--- config.mk ---
export PLATFORM = sky130hd
export DESIGN_NAME = dog_sprite_renderer
export DESIGN_NICKNAME = d
export VERILOG_FILES = /design/src/rtl/dog_sprite_renderer.sv
export SDC_FILE = /design/constraint.sdc
export NUM_CORES = 1
export LEC_CHECK = 0
export CORE_MARGIN = 8
export CORE_UTILIZATION = 50
export DETAILED_ROUTE_END_ITERATION = 7
export GPL_ROUTABILITY_DRIVEN = 0
export HOLD_SLACK_MARGIN = 0.06
export PLACE_DENSITY_LB_ADDON = 0.25
export SLEW_MARGIN = 20
export SYNTH_ARGS = -nofsm -noshare
export SYNTH_HDL_FRONTEND = slang
export SYNTH_SLANG_ARGS = --single-unit
--- constraint.sdc ---
create_clock -name clk -period 2.97 [get_ports clk]
set_input_delay 0.7425 -clock clk [delete_from_list [all_inputs] [get_ports clk]]
set_output_delay 0.7425 -clock clk [all_outputs]
set_load 0.01 [all_outputs]
--- src/rtl/dog_sprite_renderer.sv ---
`default_nettype none
// ============================================================================
// Module   : dog_sprite_renderer
// Brief    : Per-frame snapshot of two dog sprites and a 2-stage RGB222 pixel
//            pipeline. Optional hit-flash build macro: DOG_RENDER_FLASH_EN.
// Revision : 1.0 - initial release
// ============================================================================
module dog_sprite_renderer #(
  parameter int         BOX_W        = 48,
  parameter int         BOX_H        = 32,
  parameter logic [5:0] BG_RGB       = 6'b000001,
  parameter int         FLASH_FRAMES = 8
) (
  input  logic       clk,
  input  logic       rst_n,
  input  logic       frame_tick,
  input  logic [9:0] hcount,
  input  logic [9:0] vcount,
  input  logic       display_on,
  input  logic       hsync_in,
  input  logic       vsync_in,
  input  logic [9:0] posx0,
  input  logic [9:0] posx1,
  input  logic [8:0] posy0,
  input  logic [8:0] posy1,
  input  logic [2:0] color_idx0,
  input  logic [2:0] color_idx1,
  input  logic [7:0] hits0,
  input  logic [7:0] hits1,
  output logic [5:0] rgb,
  output logic       hsync,
  output logic       vsync,
  output logic       de
);

  localparam logic [10:0] c_box_w = 11'(BOX_W);
  localparam logic [10:0] c_box_h = 11'(BOX_H);

  function automatic logic [5:0] palette(input logic [2:0] idx);
    logic [5:0] col;
    col = 6'b000000;
    case (idx)
      3'd0: col = 6'b000000;
      3'd1: col = 6'b110000;
      3'd2: col = 6'b001100;
      3'd3: col = 6'b000011;
      3'd4: col = 6'b111100;
      3'd5: col = 6'b001111;
      3'd6: col = 6'b110011;
      3'd7: col = 6'b111111;
      default: col = 6'b000000;
    endcase
    return col;
  endfunction

  logic [9:0] r_x0, r_x1;
  logic [8:0] r_y0, r_y1;
  logic [2:0] r_idx0, r_idx1;
  logic       r_valid;

  always_ff @(posedge clk or negedge rst_n) begin
    if (!rst_n) begin
      r_x0    <= '0;
      r_x1    <= '0;
      r_y0    <= '0;
      r_y1    <= '0;
      r_idx0  <= '0;
      r_idx1  <= '0;
      r_valid <= 1'b0;
    end else if (frame_tick) begin
      r_x0    <= posx0;
      r_x1    <= posx1;
      r_y0    <= posy0;
      r_y1    <= posy1;
      r_idx0  <= color_idx0;
      r_idx1  <= color_idx1;
      r_valid <= 1'b1;
    end
  end

  logic w_flash_on0, w_flash_on1;

`ifdef DOG_RENDER_FLASH_EN
  localparam logic [3:0] c_flash_load = 4'(FLASH_FRAMES);

  logic [7:0] r_hits0, r_hits1;
  logic [3:0] r_flash0, r_flash1;

  // A hit change reloads the timer; otherwise it counts down once per frame.
  function automatic logic [3:0] flash_next(input logic [3:0] cur, input logic [7:0] hin,
                                            input logic [7:0] hold, input logic valid);
    logic [3:0] nxt;
    nxt = 4'd0;
    if (valid && (hin != hold)) nxt = c_flash_load;
    else if (cur != 4'd0)       nxt = cur - 4'd1;
    return nxt;
  endfunction

  always_ff @(posedge clk or negedge rst_n) begin
    if (!rst_n) begin
      r_hits0  <= '0;
      r_hits1  <= '0;
      r_flash0 <= '0;
      r_flash1 <= '0;
    end else if (frame_tick) begin
      r_hits0  <= hits0;
      r_hits1  <= hits1;
      r_flash0 <= flash_next(r_flash0, hits0, r_hits0, r_valid);
      r_flash1 <= flash_next(r_flash1, hits1, r_hits1, r_valid);
    end
  end

  assign w_flash_on0 = (r_flash0 != 4'd0);
  assign w_flash_on1 = (r_flash1 != 4'd0);
`else
  wire [19:0] w_unused_hits = {hits0, hits1, 4'(FLASH_FRAMES)};
  assign w_flash_on0 = 1'b0;
  assign w_flash_on1 = 1'b0;
`endif

  // 11-bit compares keep boxes near the right/bottom edge from wrapping.
  logic [10:0] w_h, w_v;
  logic        w_in0, w_in1;
  always_comb begin
    w_h   = {1'b0, hcount};
    w_v   = {1'b0, vcount};
    w_in0 = r_valid && (w_h >= {1'b0, r_x0}) && (w_h < ({1'b0, r_x0} + c_box_w)) &&
            (w_v >= {2'b0, r_y0}) && (w_v < ({2'b0, r_y0} + c_box_h));
    w_in1 = r_valid && (w_h >= {1'b0, r_x1}) && (w_h < ({1'b0, r_x1} + c_box_w)) &&
            (w_v >= {2'b0, r_y1}) && (w_v < ({2'b0, r_y1} + c_box_h));
  end

  logic       r_in0_s1, r_in1_s1, r_de_s1, r_hs_s1, r_vs_s1, r_fl0_s1, r_fl1_s1;
  logic [2:0] r_idx0_s1, r_idx1_s1;

  always_ff @(posedge clk or negedge rst_n) begin
    if (!rst_n) begin
      r_in0_s1  <= 1'b0;
      r_in1_s1  <= 1'b0;
      r_de_s1   <= 1'b0;
      r_hs_s1   <= 1'b0;
      r_vs_s1   <= 1'b0;
      r_fl0_s1  <= 1'b0;
      r_fl1_s1  <= 1'b0;
      r_idx0_s1 <= '0;
      r_idx1_s1 <= '0;
    end else begin
      r_in0_s1  <= w_in0;
      r_in1_s1  <= w_in1;
      r_de_s1   <= display_on;
      r_hs_s1   <= hsync_in;
      r_vs_s1   <= vsync_in;
      r_fl0_s1  <= w_flash_on0;
      r_fl1_s1  <= w_flash_on1;
      r_idx0_s1 <= r_idx0;
      r_idx1_s1 <= r_idx1;
    end
  end

  logic [5:0] w_col0, w_col1, w_pix;
  always_comb begin
    w_col0 = r_fl0_s1 ? 6'b111111 : palette(r_idx0_s1);
    w_col1 = r_fl1_s1 ? 6'b111111 : palette(r_idx1_s1);
    if (!r_de_s1)      w_pix = 6'b000000;
    else if (r_in0_s1) w_pix = w_col0;
    else if (r_in1_s1) w_pix = w_col1;
    else               w_pix = BG_RGB;
  end

  always_ff @(posedge clk or negedge rst_n) begin
    if (!rst_n) begin
      rgb   <= '0;
      hsync <= 1'b0;
      vsync <= 1'b0;
      de    <= 1'b0;
    end else begin
      rgb   <= w_pix;
      hsync <= r_hs_s1;
      vsync <= r_vs_s1;
      de    <= r_de_s1;
    end
  end

endmodule
`default_nettype wire

==> results.md, run 1 <==
* Largest net degree at the start of global routing at 80
* Post-Syn Nets at roughly 550
* Share of cells above drive strength 1 at 7.54%
* Netlist cell types at 43
* Antenna cell count at 0
* R2r setup slk at a little over 0.5 ns
* Hold Path Depth at 0
* Setup slack after layout at 0.512 ns
* Global-route wire length before repair at 15500 um
* Row cnt at 32
* Post-route insts no fill at 593
* Resized Gates After CTS at 0
* Hold/Removal Path Class: reg2reg
* Pwr Density at 467 nW/um^2
* Vias in the first global route at 3303
* Full die area at about 11000 um^2
* Post-synth EDFFs at 0
* Crit Path Max Fanout at 4
* Final nets at 636
* Dpl ws at around 0.23 ns
* Post-DP HPWL at 6990 um
* CP Capture Type: register
* Internal Power at 0.00165 W
* Type of origin of the critical path: register
* Final core utilization at 65.5%
* Leak at 2.30 nW
* Setup bufs post-CTS at 0
* CP Data Required Time at 3.21 ns
* RSZ-0062 raised after global routing: no
* Mux contribution to synthesized area at 2.86%
* Flop pwr share at 41.7%
* Reg-to-Reg End: r_in0_s1$_DFF_PN0_
* R2R depth at 10
* Complex-gate fraction of the synthesized area at approximately 15%
* Clk pwr share at approximately 33%
* Final Cycle Share at 82.8%
* DRT iter0 DRCs at between 100 and 150
* #FFs+latches synth at 63
* Top cell type by total area after synthesis: dfrtp_1
* Clock transition at path regs at 0.07 ns
* Comb pwr share at 25.4%
* Worst EP arrival at 2.70 ns
* Clock Path Buffers at 2
* Final Hold Fails at 0
* Initial antenna violation count at 0
* Die X at between 100 and 150 um
* Synth Cell Area at 3940 um^2
* Vias at 3148
* Root Buffer: clkbuf_8
* Setup TNS at 0 ns
* Placed instance count at 577
* DRC Markers at 0
* F_max at 407 MHz
* Combinational family with the most area after synthesis: adder cells
* IO Pins at 95
* Final hold slack at 0.362 ns
* TritonCTS clock tree: done
* Final Setup Violations at 0
* Layout Skew at 0.0143 ns
* Starting Density at 51.2%
* Tmin final at about 2.5 ns
* DRT antenna net count at 0
* Total global routing overflow at 0
* Clock sink count at 63
* Top cell type's share of synthesized area at 40.1%
* Async SR Flop Fraction at 100%
* Drt total wl at 8930 um
* Worst-Skew Late Latency at between 0.3 and 0.4 ns
* # hold bufs at CTS at 0
* Critical path class: reg2reg
* Simple-Gate Fraction of Synth Area at 13.2%
* Worst slew pin tran at 0.703 ns
* H-tree depth at 3
* Core Region at 7690 um^2
* TritonCTS Buffers at 9
* Switch share at between 20 and 30%
* Area delta synth->final at 27.9%
* Drt via density at 5.31
* Synth Area in Adders at between 20% and 30%
* Sequential-to-total area share from yosys stat at between 40% and 50%
* R2R Path Start: r_x0[4]$_DFFE_PN0P_
* Routed len/inst at 15.1 um
* Max-cap violations at 0
* Total Routing Usage GR at about 17%
* I/O Buffers at 78
* Slew HR at 53.2%
* Synth warn at 0
* Status: complete, no violations
* Most used DFF post-synth: dfrtp_1
* Post-Synthesis Cells at just over 400
* Worst VDD drop at 285 uV
* Crit path capture: r_in0_s1$_DFF_PN0_
* Net switching power at around 0.00070 W
* First drt pass iteration count at 4
* Die Height at around 100 um
* Top post-synthesis cells by area: dfrtp_1, ha_1, o21ai_0
* Crit path launch: r_x0[4]$_DFFE_PN0P_
* Mapped Avg Cell Area at 9.74 um^2
* Post-Synth XOR/XNOR Area at 3.56%
* Max Slew Vio Count at 0
-- synthesized netlist by cell type, drive strengths merged (5+ instances only) --
cell type   n
a211oi      6
a21o        6
a21oi      22
clkbuf      9
dfrtp      63
ha         64
inv        40
mux2       10
nand2      44
nand2b      8
nand3      10
nand4       5
nor2       10
nor2b       9
o21ai      46
xnor2      14
-- kinds of logic after synthesis --
logic type | count (synthesis)
compound gates | 99
xor+xnor | 16
fa+ha+maj | 65
buf+inv | 51
flops | 63
mux | 10
simple gates | 100
-- layout make-up --
type | count | area [um^2]
inverters | 40 | 150
multi-input cells | 290 | 2160
clock inverters | 6 | 67.6
fillers | 635 | 2650
clock buffers | 10 | 138
well taps | 102 | 128
repair buffers | 82 | 813
flip-flops and latches | 63 | 1580
-- power groups by stage --
stage	sequential (W)	clock [W]	combinational, W
final	0.000980	0.000775	0.000598
after global routing	0.000991	0.000835	0.000682
after CTS	0.000980	0.000790	0.000601
after detailed placement	0.000996	0	0.000594
after global placement	0.000992	0	0.000568
after floorplan	0.000987	0	0.000363
-- per-layer routing --
metal / track usage [%] / wire (um) / vias to the layer above
met1: 21.6 / 4160 / 1487
met4: 4.79 / 129 / 0
met3: 4.61 / 424 / 12
li1: - / - / 1579
met2: 27.9 / 4220 / 70
met5: 0 / 0 / -
-- how the worst min path moves through the flow --
stage / slack [ns] / end / from
finish: 0.36 / hsync$_DFF_PN0_ / r_hs_s1$_DFF_PN0_
global route: 0.38 / r_idx0_s1[2]$_DFF_PN0_ / r_idx0[2]$_DFFE_PN0P_
CTS: 0.36 / hsync$_DFF_PN0_ / r_hs_s1$_DFF_PN0_
detailed placement: 0.35 / hsync$_DFF_PN0_ / r_hs_s1$_DFF_PN0_
global placement: 0.33 / hsync$_DFF_PN0_ / r_hs_s1$_DFF_PN0_
floorplan: 0.33 / hsync$_DFF_PN0_ / r_hs_s1$_DFF_PN0_
-- layout by cell type (no fill, tap or decap), types with 6 or more instances in the layout --
cell type,synthesis,routed
a211oi_1,6,6
nand2_1,44,44
inv_1,38,38
a21o_1,6,6
ha_1,64,64
dfrtp_1,63,63
nor2_1,10,10
a21oi_1,22,22
nand2b_1,8,8
mux2_2,10,10
xnor2_1,14,14
nand3_1,10,10
nor2b_1,9,9
clkdlybuf4s50_1,0,76
clkbuf_8,0,10
o21ai_0,46,46
-- stage by stage --
step	instance area [um^2]	total power (W)
CTS	5030	0.00237
floorplan	3940	0.00135
global placement	4830	0.00156
global route	5030	0.00251
finish	5030	0.00235
detailed placement	4830	0.00159
-- flip-flops by register name, indices dropped and copies added (netlist names), 3 cells and up --
signal,flops
r_x0,10
r_idx1,3
r_y1,9
r_idx0_s1,3
rgb,4
r_x1,10
r_idx0,3
r_idx1_s1,3
r_y0,9
-- worst max-delay path, cell delays in order (launching register included) --
cell and delay, ns:
dfrtp_1 0.43, inv_1 0.10, ha_1 0.28, nor2_1 0.15
xnor2_1 0.14, ha_1 0.27, a21o_1 0.16, a21oi_1 0.15
o22ai_1 0.08, or3b_1 0.37, nor4b_2 0.24
(Power assumes the default switching activity.)
==> run 2, diff against run 1 <==
--- a/config.mk
+++ b/config.mk
@@ -6,7 +6,7 @@
 export NUM_CORES = 1
 export LEC_CHECK = 0
 export CORE_MARGIN = 8
-export CORE_UTILIZATION = 50
+export CORE_UTILIZATION = 45
 export DETAILED_ROUTE_END_ITERATION = 7
 export GPL_ROUTABILITY_DRIVEN = 0
 export HOLD_SLACK_MARGIN = 0.06
==> constraint.sdc (replaced) <==
create_clock -name clk -period 2.25 [get_ports clk]
set_input_delay 0.5625 -clock clk [delete_from_list [all_inputs] [get_ports clk]]
set_output_delay 0.5625 -clock clk [all_outputs]
set_load 0.01 [all_outputs]
==> run 2 against run 1 <==
Net effect: design area is 5.4% higher; register-to-register slack worse by 0.42 ns; routed wire length is 4.0% higher; first-iteration DRC count is 54% higher; critical path type is now in2reg; via count is 3.3% higher; largest cell class unchanged; clock power is 48% higher; clock-buffer cell count is 1 lower; worst setup slack worse by 0.42 ns; hold slack worse by 0.17 ns.
==> results.md, run 2 (synthesis results as in run 1) <==
* Area of the multi-input gates at 2200 um^2 (+1.6%)
* Full die area at 12000 um^2 (+9.4%)
* CP Capture Type: register
* Global-route wire length before repair at 15800 um (+2.4%)
* Core Region at 8590 um^2 (+12%)
* Die Height at 110 um (+4.6%)
* Row cnt at 34 (+6.3%)
* Die X at 110 um (+4.6%)
* Pwr Density at 623 nW/um^2 (+33%)
* FF/Latch Area at 1580 um^2 (unchanged)
* # hold bufs at CTS at 0 (unchanged)
* Total Routing Usage GR at 16.7% (-0.36 points)
* TritonCTS Buffers at 9 (unchanged)
* Final Setup Violations at 0 (unchanged)
* Area delta synth->final at 34.8%
* Max Slew Vio Count at 0 (unchanged)
* Clock sink count at 63 (unchanged)
* Critical path class: in2reg
* Crit Path Max Fanout at 4 (unchanged)
* Worst EP arrival at 2.38 ns (-0.32 ns)
* Post-route insts no fill at 625 (+5.4%)
* Layout Skew at 0.00714 ns (-0.00713 ns)
* Setup TNS at 0 ns (unchanged)
* Total global routing overflow at 0 (unchanged)
* TritonCTS clock tree: done
* Type of origin of the critical path: input port
* Worst slew pin tran at 0.524 ns (-0.178 ns)
* Drt total wl at 9290 um (+4.0%)
* Root Buffer: clkbuf_8
* DRT antenna net count at 0 (unchanged)
* Starting Density at 45.8% (-5.4 points)
* Final nets at 662 (+4.1%)
* Hold/Removal Path Class: in2async
* Status: complete, no violations
* Antenna cell count at 0 (unchanged)
* Post-DP HPWL at 7510 um (+7.5%)
* Max-cap violations at 0 (unchanged)
* Largest registers: r_x0 (10), r_x1 (10)
* Vias at 3251 (+3.3%)
* Largest net degree at the start of global routing at 44 (-45%)
* Final Hold Fails at 0 (unchanged)
* DRC Markers at 0 (unchanged)
* Slew HR at 65.0% (+12 points)
* RSZ-0062 raised after global routing: yes
* Placed instance count at 607 (+5.2%)
* Most frequent cells in the layout: clkdlybuf4s50_1, ha_1, dfrtp_1
* Drt via density at 5.20 (-2.0%)
* CP Data Required Time at 2.48 ns (-0.73 ns)
* Vias in the first global route at 3413 (+3.3%)
* Initial antenna violation count at 0 (unchanged)
* Clock Path Buffers at 2 (unchanged)
* Share of cells above drive strength 1 at 13.7% (+6.2 points)
* H-tree depth at 3 (unchanged)
* Commonest non-fill, non-tap cell in the layout: clkdlybuf4s50_1
* Routed len/inst at 14.9 um (-1.3%)
* First drt pass iteration count at 5 (+1)
* Fillers at 741 (+17%)
* Final Cycle Share at roughly 96%
* Worst VDD drop at 275 uV (-3.6%)
* Leak at 2.44 nW (+6.2%)
* IO Pins at 95 (unchanged)
* DRT iter0 DRCs at 166 (+54%)
* Tmin final at 2.15 ns
* Clock transition at path regs at 0.08 ns (about the same)
* Worst-Skew Late Latency at 0.34 ns (about the same)
* I/O Buffers at 78 (unchanged)
* F_max at 464 MHz
## run 2: metrics by stage
stage | utilization (%) | instance area (um^2) | hold slack (ns) | power (W) | setup WS (ns)
2_1_floorplan | - | 3940 | 0.267 | 0.00178 | 0.0388
3_3_place_gp | 58.5 | 5030 | 0.332 | 0.00212 | -0.245
3_5_place_dp | 58.5 | 5030 | 0.341 | 0.00216 | -0.301
4_1_cts | 61.4 | 5280 | 0.196 | 0.00332 | 0.00278
5_1_grt | 61.7 | 5310 | 0.213 | 0.00352 | -0.0516
6_report | 61.7 | 5310 | 0.190 | 0.00331 | 0.0963
## run 2: layout make-up
cell class	count	area share (%)
Clock buffer	9	2.33
Clock inverter	7	1.93
Inverter	40	2.83
Multi-Input combinational cell	290	41.4
Sequential cell	63	29.7
Tap cell	108	2.55
Timing Repair Buffer	108	19.2
## run 2: critical path, stage by stage
cell and delay, ns:
clkdlybuf4s50_1 0.52, ha_1 0.36, buf_4 0.14, a21oi_1 0.13, nand2_1 0.06, a221o_1 0.37, o22ai_1 0.17, nor4b_2 0.07
## run 2: layer usage
metal | part of all wire, % | up-vias | wire, um | GRT usage (%)
li1 | - | 1637 | - | -
met1 | 45 | 1531 | 4160 | 21.2
met2 | 48 | 69 | 4490 | 27.1
met3 | 5.0 | 14 | 466 | 4.22
met4 | 1.8 | 0 | 168 | 5.40
met5 | 0 | - | 0 | 0
## run 2: timing repair
| item | 4_1_cts | 5_1_grt |
|---|---|---|
| setup buffers | 1 | 1 |
| pin swaps | 7 | 6 |
| setup endpoints to repair | 1 | 2 |
| gates resized for setup | 5 | 4 |
## run 2: worst paths after layout
| check | startpoint | end | slack, ns | depth (start not counted) |
|---|---|---|---|---|
| min in group clk | r_vs_s1$_DFF_PN0_ | vsync$_DFF_PN0_ | 0.36 | 0 |
| max reg2reg | r_x0[5]$_DFFE_PN0P_ | r_in0_s1$_DFF_PN0_ | 0.1 | 10 |
| max | hcount[8] | r_in1_s1$_DFF_PN0_ | 0.1 | 8 |
| max in group asynchronous | rst_n | r_in0_s1$_DFF_PN0_ | 1.45 | 2 |
| min | rst_n | r_x0[0]$_DFFE_PN0P_ | 0.19 | 1 |
| min reg2reg | r_vs_s1$_DFF_PN0_ | vsync$_DFF_PN0_ | 0.36 | 0 |
## run 2: where the power goes
group	internal (W)	leakage (nW)	switching [W]
Combinational	0.000458	1.57	0.000412
Sequential	0.00123	0.759	0.0000608
Clock	0.000637	0.111	0.000510
